## config.mk

```make
export PLATFORM = sky130hd
export DESIGN_NAME = sevenseg_scan_driver
export DESIGN_NICKNAME = d
export VERILOG_FILES = /design/src/rtl/sevenseg_pkg.sv /design/src/rtl/hex_to_7seg_glyph.sv /design/src/rtl/sevenseg_scan_driver.sv
export SDC_FILE = /design/constraint.sdc
export NUM_CORES = 1
export LEC_CHECK = 0
export CORE_MARGIN = 10
export CORE_UTILIZATION = 30
export DETAILED_ROUTE_END_ITERATION = 10
export PLACE_DENSITY = 0.58
export SLEW_MARGIN = 20
export SYNTH_ARGS = -nofsm -noshare
export SYNTH_HDL_FRONTEND = slang
export SYNTH_HIERARCHICAL = 1
export SYNTH_SLANG_ARGS = --single-unit
```

## constraint.sdc

```tcl
create_clock -name clk -period 2.9 [get_ports clk]
set_clock_uncertainty 0.2 [all_clocks]
set_input_delay 0.58 -clock clk [delete_from_list [all_inputs] [get_ports clk]]
set_output_delay 0.58 -clock clk [all_outputs]
set_load 0.05 [all_outputs]
```

## src/rtl/sevenseg_pkg.sv

```systemverilog
// Shared constants for the seven-segment scan driver: glyph table,
// blank pattern and the output polarity helper.
package sevenseg_pkg;

  localparam int SEG_W = 7;

  // Active-high blank pattern (all segments off).
  localparam logic [SEG_W-1:0] SEG_BLANK = '0;

  // Active-high hex glyphs, bit order {g,f,e,d,c,b,a}; entry 15 first.
  localparam logic [15:0][SEG_W-1:0] HEX_GLYPH = {
    7'h71, 7'h79, 7'h5E, 7'h39, 7'h7C, 7'h77, 7'h6F, 7'h7F,
    7'h07, 7'h7D, 7'h6D, 7'h66, 7'h4F, 7'h5B, 7'h06, 7'h3F
  };

  // Convert an active-high segment vector to the board polarity.
  function automatic logic [SEG_W-1:0] seg_polarity(input logic [SEG_W-1:0] seg,
                                                    input logic active_low);
    return active_low ? ~seg : seg;
  endfunction

endpackage

```

## src/rtl/hex_to_7seg_glyph.sv

```systemverilog
// Combinational nibble -> active-high seven-segment glyph lookup.
module hex_to_7seg_glyph
  import sevenseg_pkg::*;
(
  input  logic [3:0]       nibble,
  output logic [SEG_W-1:0] glyph
);

  // Straight table lookup; polarity is handled by the caller.
  always_comb begin
    glyph = HEX_GLYPH[nibble];
  end

endmodule

```

## src/rtl/sevenseg_scan_driver.sv

```systemverilog
// Time-multiplexed N-digit seven-segment scan driver with leading-zero
// blanking, per-digit blink, decimal points and frame-synchronous input
// latching. Optional macro SEVENSEG_DIMMING_EN adds a brightness input that
// narrows the lit window inside each digit slot.
module sevenseg_scan_driver
  import sevenseg_pkg::*;
#(
  parameter int NUM_DIGITS     = 6,
  parameter int SCAN_DIV       = 50000,
  parameter int BLINK_LOG2     = 24,
  parameter int SEG_ACTIVE_LOW = 1
) (
  input  logic                    clk,
  input  logic                    reset,
  input  logic                    en,
  input  logic [4*NUM_DIGITS-1:0] digits,
  input  logic [NUM_DIGITS-1:0]   dp,
  input  logic [NUM_DIGITS-1:0]   blink_mask,
  input  logic                    blank_lz,
`ifdef SEVENSEG_DIMMING_EN
  input  logic [3:0]              brightness,
`endif
  output logic [SEG_W-1:0]        seg_out,
  output logic                    dp_out,
  output logic [NUM_DIGITS-1:0]   an_out,
  output logic                    frame_done
);

  localparam int PW = (SCAN_DIV > 1) ? $clog2(SCAN_DIV) : 1;
  localparam int IW = (NUM_DIGITS > 1) ? $clog2(NUM_DIGITS) : 1;
  localparam logic ACT_LOW = (SEG_ACTIVE_LOW != 0);
  localparam logic [SEG_W-1:0] SEG_OFF = ACT_LOW ? '1 : '0;
  localparam logic [NUM_DIGITS-1:0] AN_OFF = ACT_LOW ? '1 : '0;

  logic [PW-1:0]                  presc_q, presc_d;
  logic [IW-1:0]                  idx_q, idx_d;
  logic [BLINK_LOG2-1:0]          blink_q, blink_d;
  logic                           first_q, first_d;
  logic [NUM_DIGITS-1:0][3:0]     sh_dig_q, sh_dig_d;
  logic [NUM_DIGITS-1:0]          sh_dp_q, sh_dp_d;
  logic [NUM_DIGITS-1:0]          sh_bm_q, sh_bm_d;
  logic [SEG_W-1:0]               seg_q, seg_d;
  logic                           dp_q, dp_d;
  logic [NUM_DIGITS-1:0]          an_q, an_d;
  logic                           fd_q, fd_d;
  logic                           wrap;

  // On the first cycle after reset the shadow is still zero, so the display
  // path looks through to the live inputs being latched that same cycle.
  logic [NUM_DIGITS-1:0][3:0]     cur_dig;
  logic [NUM_DIGITS-1:0]          cur_dp, cur_bm;
  logic [3:0]                     nib;
  logic [SEG_W-1:0]               glyph;

  assign cur_dig = first_q ? digits     : sh_dig_q;
  assign cur_dp  = first_q ? dp         : sh_dp_q;
  assign cur_bm  = first_q ? blink_mask : sh_bm_q;
  assign nib     = cur_dig[idx_q];

`ifdef SEVENSEG_DIMMING_EN
  logic [3:0] sh_bri_q, sh_bri_d, cur_bri;
  assign cur_bri = first_q ? brightness : sh_bri_q;
`endif

  hex_to_7seg_glyph u_glyph (.nibble(nib), .glyph(glyph));

  // Prescaler, digit index, blink counter and shadow latch.
  always_comb begin
    presc_d = presc_q;
    idx_d   = idx_q;
    wrap    = 1'b0;
    if (en) begin
      if (presc_q == PW'(SCAN_DIV - 1)) begin
        presc_d = '0;
        if (idx_q == IW'(NUM_DIGITS - 1)) begin
          idx_d = '0;
          wrap  = 1'b1;
        end else begin
          idx_d = idx_q + 1'b1;
        end
      end else begin
        presc_d = presc_q + 1'b1;
      end
    end
    blink_d  = blink_q + 1'b1;
    first_d  = 1'b0;
    fd_d     = wrap;
    sh_dig_d = (wrap || first_q) ? digits     : sh_dig_q;
    sh_dp_d  = (wrap || first_q) ? dp         : sh_dp_q;
    sh_bm_d  = (wrap || first_q) ? blink_mask : sh_bm_q;
`ifdef SEVENSEG_DIMMING_EN
    sh_bri_d = (wrap || first_q) ? brightness : sh_bri_q;
`endif
  end

  // Blanking, decode and polarity for the next registered output sample.
  logic [NUM_DIGITS-1:0]   lz_vec;
  logic                    all_zero, blanked, lit, dp_act;
  logic [SEG_W-1:0]        seg_act;
  logic [NUM_DIGITS-1:0]   an_act;
`ifdef SEVENSEG_DIMMING_EN
  logic [PW+36:0]          win_lim;
`endif
  always_comb begin
    lz_vec   = '0;
    all_zero = 1'b1;
    for (int i = NUM_DIGITS - 1; i >= 0; i--) begin
      all_zero  = all_zero & (cur_dig[i] == 4'h0);
      lz_vec[i] = all_zero & (i != 0);
    end
    blanked = (blank_lz & lz_vec[idx_q]) | (blink_q[BLINK_LOG2-1] & cur_bm[idx_q]);
`ifdef SEVENSEG_DIMMING_EN
    win_lim = ((PW+37)'(cur_bri) + 1'b1) * (PW+37)'(SCAN_DIV) >> 4;
    lit     = (PW+37)'(presc_q) < win_lim;
`else
    lit     = 1'b1;
`endif
    seg_act        = blanked ? SEG_BLANK : glyph;
    dp_act         = cur_dp[idx_q] & ~blanked;
    an_act         = '0;
    an_act[idx_q]  = 1'b1;
    if (!(en && lit)) begin
      seg_act = SEG_BLANK;
      dp_act  = 1'b0;
      an_act  = '0;
    end
    seg_d = seg_polarity(seg_act, ACT_LOW);
    dp_d  = ACT_LOW ? ~dp_act : dp_act;
    an_d  = ACT_LOW ? ~an_act : an_act;
  end

  // State and output registers.
  always_ff @(posedge clk or negedge reset) begin
    if (!reset) begin
      presc_q  <= '0;
      idx_q    <= '0;
      blink_q  <= '0;
      first_q  <= 1'b1;
      sh_dig_q <= '0;
      sh_dp_q  <= '0;
      sh_bm_q  <= '0;
      seg_q    <= SEG_OFF;
      dp_q     <= ACT_LOW;
      an_q     <= AN_OFF;
      fd_q     <= 1'b0;
`ifdef SEVENSEG_DIMMING_EN
      sh_bri_q <= '0;
`endif
    end else begin
      presc_q  <= presc_d;
      idx_q    <= idx_d;
      blink_q  <= blink_d;
      first_q  <= first_d;
      sh_dig_q <= sh_dig_d;
      sh_dp_q  <= sh_dp_d;
      sh_bm_q  <= sh_bm_d;
      seg_q    <= seg_d;
      dp_q     <= dp_d;
      an_q     <= an_d;
      fd_q     <= fd_d;
`ifdef SEVENSEG_DIMMING_EN
      sh_bri_q <= sh_bri_d;
`endif
    end
  end

  assign seg_out    = seg_q;
  assign dp_out     = dp_q;
  assign an_out     = an_q;
  assign frame_done = fd_q;

endmodule

```

=== Yosys cells after proc, flatten, opt, wreduce, memory -nomap -nowiden ===
Memories as Yosys holds them, arrays and structs flattened.
Index checks and enable logic that the tools add are counted.

* Flip-flop bits (word level): 95
* Bits in read-only memories: 112
* Input port bits: 40
* Output and inout bits: 15
* Logic and storage cells: 68
* Memories kept: 1

{| class="wikitable"
|+ Memory list
! name !! words !! bits a word !! read ports !! clocked after memory_dff !! write ports !! RTL line !! text
|-
| (no name shown) || 16 || 7 || 1 || 0 || 0 || hex_to_7seg_glyph.sv:11 || <nowiki>glyph = HEX_GLYPH[nibble];</nowiki>
|}

* Add/subtract/negate cells: 3
* Magnitude comparators: 3
* Equal/unequal tests: 2
* Mux-type cells: 23
* Bitwise gates (word level): 12
* Reductions and logical operators: 8

{| class="wikitable"
|+ Operators by type and width
! operator !! count
|-
| adder 24 x 1 -> 24 bit, second input constant || 1
|-
| two-way mux 24 bit || 1
|-
| two-way mux 7 bit || 3
|-
| zero test 4 bit || 5
|-
| two-way mux 6 bit || 3
|-
| adder 16 x 1 -> 16 bit, second input constant || 1
|-
| == test 16 bit, second input constant || 1
|-
| two-way mux 16 bit || 1
|-
| binary-select mux 4 bit (select 3 bit) || 1
|-
| binary-select mux 1 bit (select 3 bit) || 3
|-
| two-way mux 1 bit || 8
|-
| AND 1 bit || 7
|-
| inverter 7 bit || 1
|-
| inverter 6 bit || 1
|-
| < comparator 4 x 5 -> 1 bit, second input constant || 1
|-
| < comparator 3 x 4 -> 1 bit, second input constant || 1
|-
| two-way mux 4 bit || 1
|-
| adder 3 x 1 -> 3 bit, second input constant || 1
|-
| demux 1 bit (select 3 bit) || 1
|-
| == test 3 bit, second input constant || 1
|-
| greater-or-equal comparator 3 x 1 -> 1 bit, second input constant || 1
|-
| two-way mux 3 bit || 1
|-
| inverter 1 bit || 2
|-
| AND reduction 2 bit || 1
|-
| other kinds (3) || 3
|}

=== Longest topological paths before layout ===
Gate-level depths: netlist (run 1).

* Word-level depth: 14
* Mapped depth: 10
* Mapped depth without buffers: 9

=== Modules after synthesis ===
Netlist (run 1), hierarchy kept.

{| class="wikitable"
|+ By module, submodules not included
! module !! instances !! cells an instance !! area an instance (sq um) !! seq. area each (sq um)
|-
| sevenseg_scan_driver || 1 || 358 || 4631.9 || 2396.0
|-
| hex_to_7seg_glyph || 1 || 33 || 290.3 || 0.0
|}

=== Worst setup path before layout (run 1) ===
Ideal clock, no wire load.

* Path type: reg2reg
* Start: register first_q
* End: register seg_q[3] (netlist: seg_out[3])
* Library setup time: 0.071 ns
* Arrival: 2.780 ns
* Required time: 2.629 ns
* Setup slack: -0.152 ns
* Cell stages (with the launch flop): 11
* Buffers on the path: 2
* Clock period less this slack: 3.052 ns
* Path through: dfstp_2 -> buf_4 -> buf_2 -> mux4_2 -> mux2i_1 -> o21ai_0 -> inv_1 -> ha_1 -> inv_1 -> mux4_1 -> nand3_1

* Elaborated cells between the ends (all ways): 25
* Classes of those cells: 11 x mux; 8 x bitwise; 5 x reduce/logical; 1 x memory

{| class="wikitable"
|+ RTL lines
! item !! RTL line !! text
|-
| start, declared || sevenseg_scan_driver.sv:38 || <nowiki>logic first_q, first_d;</nowiki>
|-
| start signal, assigned || sevenseg_scan_driver.sv:153 || <nowiki>first_q <= first_d;</nowiki>
|-
| two-way mux 24 bit || sevenseg_scan_driver.sv:55 || <nowiki>assign cur_dig = first_q ? digits : sh_dig_q;</nowiki>
|-
| binary-select mux 4 bit (select 3 bit) || sevenseg_scan_driver.sv:58 || <nowiki>assign nib = cur_dig[idx_q];</nowiki>
|-
| two-way mux 4 bit (not written as such) || sevenseg_scan_driver.sv:58 ||
|-
| via nib[1] || sevenseg_scan_driver.sv:52 || <nowiki>logic [3:0] nib;</nowiki>
|-
| memory (16 x 7 bit) || - ||
|-
| two-way mux 7 bit (not written as such) || hex_to_7seg_glyph.sv:11 ||
|-
| via glyph[3] || sevenseg_scan_driver.sv:53 || <nowiki>logic [SEG_W-1:0] glyph;</nowiki>
|-
| two-way mux 7 bit || sevenseg_scan_driver.sv:118 || <nowiki>seg_act = blanked ? SEG_BLANK : glyph;</nowiki>
|-
| two-way mux 7 bit || sevenseg_scan_driver.sv:122 || <nowiki>if (!(en && lit)) begin</nowiki>
|-
| inverter 7 bit || sevenseg_pkg.sv:19 || <nowiki>return active_low ? ~seg : seg;</nowiki>
|-
| via seg_d[3] || sevenseg_scan_driver.sv:42 || <nowiki>logic [SEG_W-1:0] seg_q, seg_d;</nowiki>
|-
| end signal, assigned || sevenseg_scan_driver.sv:157 || <nowiki>seg_q <= seg_d;</nowiki>
|-
| end, declared || sevenseg_scan_driver.sv:42 ||
|}

The timed path passes the listed nets, and every way through them passes these cells. The select of a mux whose other input is x is not followed.
A chain may end at the register's enable or synchronous reset.

=== Worst setup path after layout (run 1) ===
Same ends and word-level chain as after synthesis.

==> key figures, run 1 <==
Place
  • Dpl ws: -0.335 ns
  • Placer Congestion: about 0.84
  • Hpwl dp: 8.42 mm
  • Port Buffers: 54

Drt
  • Avg WL per Cell: ~16 um
  • Post-route ant nets: 0
  • DR DRC count: 0
  • Final wirelength: ~11 mm
  • DR pass1 iterations: 4
  • DRT iter0 DRCs: 187
  • Via Count: between 3000 and 4000
  • Via density: 4.74

Power and ir drop
  • Int Power: approximately 2400 uW
  • Worst VDD drop: 267 uV
  • Power share of the sequential group: 0.474
  • Switching Share: 0.259
  • Pwr dens: 512 nW/um2
  • Leakage: 0.00272 uW
  • Clk pwr share: 0.359
  • Logic gate share of total power: 0.167
  • Switch Pwr: 837 uW

Finish
  • Ant. Diodes: 0
  • FILL cells: 1550
  • Reg area: 2400 um2
  • Multi-input combinational cell area: 2420 um2
  • Fin nets: 532
  • Layout cells sized above 1: 0.297
  • P&R area growth vs syn: 28.1%

Floorplanning
  • # rows: 46
  • Core area: between 15000 and 20000 um2
  • Die W: around 150 um
  • Initial Utilization: 0.308
  • Die ar.: about 22000 um2
  • Io pins: 55
  • Vertical die dimension: 148 um

Yosys
  • Yosys top cell by area: dfrtp_1
  • Sequential element share of the synthesized area: 0.487
  • Synth Flop Type: dfrtp_1
  • Post-synth EDFFs: 0
  • Mapped Nets: 440
  • Most frequent cells after synthesis: 80 x dfrtp_1, 31 x mux2_4, 26 x nand3_1, 25 x nand2_1, 21 x nor2_1
  • Yosys warns: 6
  • Synthesis-stage register bit count: 95
  • Yosys top cell area share: 0.407
  • Top cells by area, synth: dfrtp_1 41%, mux2_4 9.5%, dfstp_2 8.0%
  • Syn Inst Count: 391
  • Async S/R FF share, synth: 1.00
  • Cell Area, Synth: 4920 um2
  • Post-Syn Area per Cell: between 10 and 15 um2
  • Synth unique cells: 54
  • Most common cell in the netlist: dfrtp_1

Global routing
  • Met2 Use GR: 0.167
  • Busiest grt layer: met2
  • GR Util met3: 0.0331
  • First-pass GRT wire length: ~19 mm
  • Largest net degree at the start of global routing: 44
  • Grt met1 use: 0.134
  • Vias in the first global route: 3594
  • GRT Util Overall: 0.105
  • GR Overflow Total: 0
  • Initial antenna violation count: 0

CTS
  • Clock Tree Buf Depth: 2
  • TritonCTS clock tree: yes
  • H-Tree Depth: 3
  • Sink Count: 95
  • Reg clk slew, reported paths: roughly 0.070 ns
  • Clock Latency Late Sink: 0.35 ns
  • CTS buffer count: 9
  • Hold-fix buffers, CTS: 0
  • Root buffer cell: clkbuf_16

Worst setup path
  • CP Max Fanout: 6
  • Worst r2r dst: seg_out[3]
  • Worst-case reg-to-reg path depth: 8
  • Crit Path Category: register to register
  • Worst r2r src: first_q
  • Crit. End Element: register
  • R2R setup slack: about 0.090 ns
  • Data required time of the critical path: 2.98 ns
  • Startpoint Class: register
  • CP arrival: ~2.9 ns

STA
  • Setup tns final: 0 ns
  • Worst slew pin tran: a little over 0.6 ns
  • Final Max Tran Viols: 0
  • Final Cycle Share: 0.969
  • Final Hold Viols: 0
  • Setup ws final: 0.0897 ns
  • Final setup viols: 0
  • Rel. slew slack: 0.589
  • Achievable Freq: 356 MHz
  • Crit path time final: 2.81 ns

Flow run
  • Max Cap Viol: 0

Min path
  • Worst Hold Class: input pin to asynchronous set/reset pin

Run status
  • Outcome: finished, final reports clean
[metrics by stage]
stage	power, uW	std cells	hold slack [ns]	util	instance area (um2)
4_1_cts	3260	703	0.0357	0.390	6250
2_1_floorplan	1860	391	0.0844	-	4930
3_3_place_gp	2060	687	0.255	0.372	5950
6_report	3230	704	0.0242	0.394	6310
3_5_place_dp	2070	687	0.262	0.372	5950
5_1_grt	3380	704	0.0566	0.394	6310
[critical path, cell delays in order (launching register included)]
cell     delay [ns]
dfstp_4        0.70
buf_6          0.15
mux4_2         0.53
mux2i_4        0.18
o21ai_4        0.12
inv_2          0.08
ha_1           0.24
mux4_2         0.46
nand3_1        0.08
[timing repair]
action | CTS | global route
cloned | 0 | 0
setup endpoints to repair | 3 | 6
pin swaps | 0 | 1
setup buffers | 0 | 1
gates resized for setup | 2 | 15
[per-layer routing]
metal,wire [um],share of wire
met1,5320,0.47
met2,5460,0.48
met3,471,0.041
met4,167,0.015
met5,0,0
[power by group through the flow]
stage / combinational, uW / sequential, uW / clock [uW]
2_1_floorplan: 285 / 1570 / 0
6_report: 539 / 1530 / 1160
3_5_place_dp: 526 / 1550 / 0
4_1_cts: 527 / 1530 / 1210
5_1_grt: 583 / 1540 / 1250
3_3_place_gp: 516 / 1540 / 0
[layout make-up]
class	count	area share
Sequential cell	95	0.380
Clock buffer	14	0.0434
Inverter	14	0.00833
Timing Repair Buffer	95	0.139
Clock inverter	2	0.00218
Tap cell	216	0.0428
Multi-Input combinational cell	268	0.384
[cells by family after synthesis]
group / share of synthesized area
AOI/OAI and AO/OA: 0.0399
xor gates and xnor gates: 0.0623
adders and majority gates: 0.0229
buffers and inverters: 0.0292
DFF: 0.487
muxes: 0.217
other: 0.000762
and+or+nand+nor: 0.141
[worst max-delay path by stage]
| stage | startpoint | endpoint | slack, ns | cells after the start |
|---|---|---|---|---|
| final | first_q | seg_out[3] | 0.09 | 8 |
| after detailed placement | digits[4] | seg_out[3] | -0.33 | 8 |
| after CTS | first_q | seg_out[3] | 0.004 | 7 |
| after floorplan | first_q | seg_out[3] | 0.02 | 9 |
| after global placement | digits[4] | seg_out[3] | -0.30 | 8 |
| after global routing | first_q | seg_out[3] | -0.02 | 8 |
[cells in the final DEF, fill, tap and decap left out, types with 6 or more instances in the layout]
cell type,instances
and3_1,10
buf_4,39
clkbuf_16,9
clkdlybuf4s50_1,53
dfrtp_1,80
dfstp_2,14
ha_1,8
inv_1,12
mux2_2,10
mux2_4,31
mux4_2,18
nand2_1,25
nand3_1,26
nand4_1,7
nor2_1,21
nor3_1,10
o21ai_0,6
xnor2_1,17
xor2_1,18
[sequential cells by signal, indices dropped and copies added (netlist names)]
| signal | flops |
|---|---|
| dp_out | 1 |
| sh_bm_q | 6 |
| an_out | 6 |
| frame_done | 1 |
| sh_dp_q | 6 |
| first_q | 1 |
| seg_out | 7 |
| presc_q | 16 |
| idx_q | 3 |
| sh_dig_q | 24 |
| blink_q | 24 |
Note: power is estimated with default switching activity, not from simulation.
==> inputs of run 2 (changes only) <==
--- a/config.mk
+++ b/config.mk
@@ -7,8 +7,11 @@
 export LEC_CHECK = 0
 export CORE_MARGIN = 10
 export CORE_UTILIZATION = 30
+export CTS_BUF_LIST = sky130_fd_sc_hd__clkbuf_16
 export DETAILED_ROUTE_END_ITERATION = 10
 export PLACE_DENSITY = 0.58
+export REMOVE_ABC_BUFFERS = 1
+export SKIP_LAST_GASP = 1
 export SLEW_MARGIN = 20
 export SYNTH_ARGS = -nofsm -noshare
 export SYNTH_HDL_FRONTEND = slang
==> run 2 against run 1 <==
  * Count of clock-buffer cells in the layout is 5 lower
  * Routed wire length is 0.85% lower
  * Sequential share of layout area is 0.29 points higher
  * Via count is 0.72% lower
  * Largest power group unchanged
==> key figures, run 2 (synthesis gave the netlist of run 1 again) <==
Worst setup path
  • CP arrival: 2.87 ns (-0.02 ns)
  • Crit Path Category: register to register
  • Startpoint Class: register
  • Crit. End Element: register
  • Data required time of the critical path: 2.99 ns (about the same)
  • CP Max Fanout: 14 (+8)

Global routing
  • GR Overflow Total: 0 (unchanged)
  • Largest net degree at the start of global routing: 50 (+14%)
  • Initial antenna violation count: 0 (unchanged)
  • Vias in the first global route: 3498 (-2.7%)
  • First-pass GRT wire length: 18.5 mm (-0.48%)
  • GRT Util Overall: 0.106 (+0.000649)

Place
  • Hpwl dp: 8.37 mm (-0.56%)
  • Placement Cell Area: 5950 um2 (about the same)
  • Dpl cells: 685 (-0.29%)
  • Dpl ws: -0.207 ns (+0.128 ns)
  • Port Buffers: 54 (unchanged)
  • Placer Congestion: 0.816 (-2.8%)

STA
  • Final Cycle Share: 0.959 (-0.00986)
  • Worst slew pin tran: 0.602 ns (-0.0151 ns)
  • Final Max Tran Viols: 0 (unchanged)
  • Achievable Freq: 359 MHz (+1.0%)
  • Setup ws final: 0.118 ns (+0.0286 ns)
  • Rel. slew slack: 0.599 (+0.0100)
  • Final Hold Viols: 0 (unchanged)
  • Crit path time final: 2.78 ns (-0.0286 ns)
  • Setup tns final: 0 ns (unchanged)
  • Final setup viols: 0 (unchanged)

CTS
  • CTS buffer count: 9 (unchanged)
  • Reg clk slew, reported paths: 0.06 ns (about the same)
  • Root buffer cell: clkbuf_16
  • Clock Tree Buf Depth: 2 (unchanged)
  • Clock Latency Late Sink: 0.35 ns (about the same)
  • TritonCTS clock tree: yes
  • Sink Count: 95 (unchanged)
  • H-Tree Depth: 3 (unchanged)
  • Hold-fix buffers, CTS: 0 (unchanged)

Finish
  • Fin nets: 534 (+0.38%)
  • Largest regs: blink_q x24, sh_dig_q x24, presc_q x16
  • Ant. Diodes: 0 (unchanged)
  • Commonest non-fill, non-tap cells in the layout: 80 x dfrtp_1, 53 x clkdlybuf4s50_1, 39 x buf_4
  • Commonest non-fill, non-tap cell in the layout: dfrtp_1
  • Layout cells sized above 1: 0.286 (-0.0114)
  • FILL cells: 1583 (+2.1%)
  • Final Cell Area: 6260 um2 (-0.75%)
  • P&R area growth vs syn: 27.2%
  • Fin util: 0.391 (-0.00297)
  • Post-Layout Cell Count: 706 (+0.28%)

Min path
  • Worst Hold Class: input pin to asynchronous set/reset pin

Run status
  • Outcome: finished, final reports clean

Drt
  • Final wirelength: 11.3 mm (-0.85%)
  • DR DRC count: 0 (unchanged)
  • Via density: 4.70 (-1.0%)
  • Avg WL per Cell: 16.0 um (-1.1%)
  • Post-route ant nets: 0 (unchanged)
  • DRT iter0 DRCs: 234 (+25%)
  • Via Count: 3315 (-0.72%)
  • DR pass1 iterations: 4 (unchanged)

Floorplanning
  • # rows: 46 (unchanged)
  • Io pins: 55 (unchanged)
  • Die ar.: 21900 um2 (unchanged)
  • Core area: 16000 um2 (unchanged)
  • Vertical die dimension: 148 um (unchanged)
  • Die W: 148 um (unchanged)
  • Initial Utilization: 0.308 (unchanged)

Power and ir drop
  • Pwr dens: 497 nW/um2 (-2.8%)
  • Leakage: 0.00273 uW (+0.36%)
  • Worst VDD drop: 310 uV (+16%)

Flow run
  • Max Cap Viol: 0 (unchanged)
==> run 2: changes by cell type in the layout (fill, tap and decap cells not counted), moves of 2 or more <==
cell and delta:
inv_1 +3, clkbuf_8 -3, mux2i_2 -2, clkbuf_1 -2
mux2i_1 +3, clkinv_1 +2
==> run 2: layout make-up <==
type / count / area (um2) / area share
sequential: 95 / 2400 / 0.383
clock inverter: 7 / 32.5 / 0.00520
multi-input combinational: 268 / 2390 / 0.382
inverter: 14 / 52.6 / 0.00839
timing repair buffer: 97 / 891 / 0.142
tap: 216 / 270 / 0.0432
clock buffer: 9 / 225 / 0.0360
==> run 2: what timing repair did <==
item | 4_1_cts | 5_1_grt
endpoints found under the setup margin | 4 | 4
buffers inserted | 2 | 3
pin swaps | 0 | 0
resized for setup | 1 | 7
==> run 2: layer usage <==
layer / up-vias / wire length [um] / GRT usage
met3: 15 / 356 / 0.0215
met4: 0 / 245 / 0.0560
met2: 53 / 5220 / 0.158
met1: 1650 / 5500 / 0.141
li1: 1597 / - / -
met5: - / 0 / 0
==> run 2: worst paths after layout <==
check	start	endpoint	slack (ns)	depth (start not counted)
worst max-delay path	first_q	seg_out[3]	0.12	8
worst min register to register	blink_q[0]	blink_q[0]	0.27	1
worst max register to register	first_q	seg_out[3]	0.12	8
max in group asynchronous	reset	an_out[1]	1.73	2
worst min-delay path	reset	blink_q[0]	0.04	1
min in group clk	blink_q[0]	blink_q[0]	0.27	1
==> run 2: metrics by stage <==
step / hold WS (ns) / total power, uW
detailed placement: 0.262 / 2070
finish: 0.0353 / 3110
global placement: 0.253 / 2060
floorplan: 0.0844 / 1850
CTS: 0.0599 / 3150
global route: 0.0828 / 3250
==> run 2: critical path: stages (launching register included) <==
cell	delay [ns]
dfstp_4	0.69
buf_4	0.15
buf_6	0.14
mux4_2	0.50
mux2i_1	0.16
o21ai_0	0.11
buf_4	0.20
mux4_1	0.46
nand3_1	0.09
==> run 2: power breakdown <==
part / leakage [uW] / internal (uW) / switching, uW / total, uW
Combinational: 0.00143 / 295 / 234 / 529
Sequential: 0.00117 / 1440 / 89.0 / 1530
Clock: 0.000133 / 566 / 494 / 1060
Total: 0.00273 / 2300 / 816 / 3110
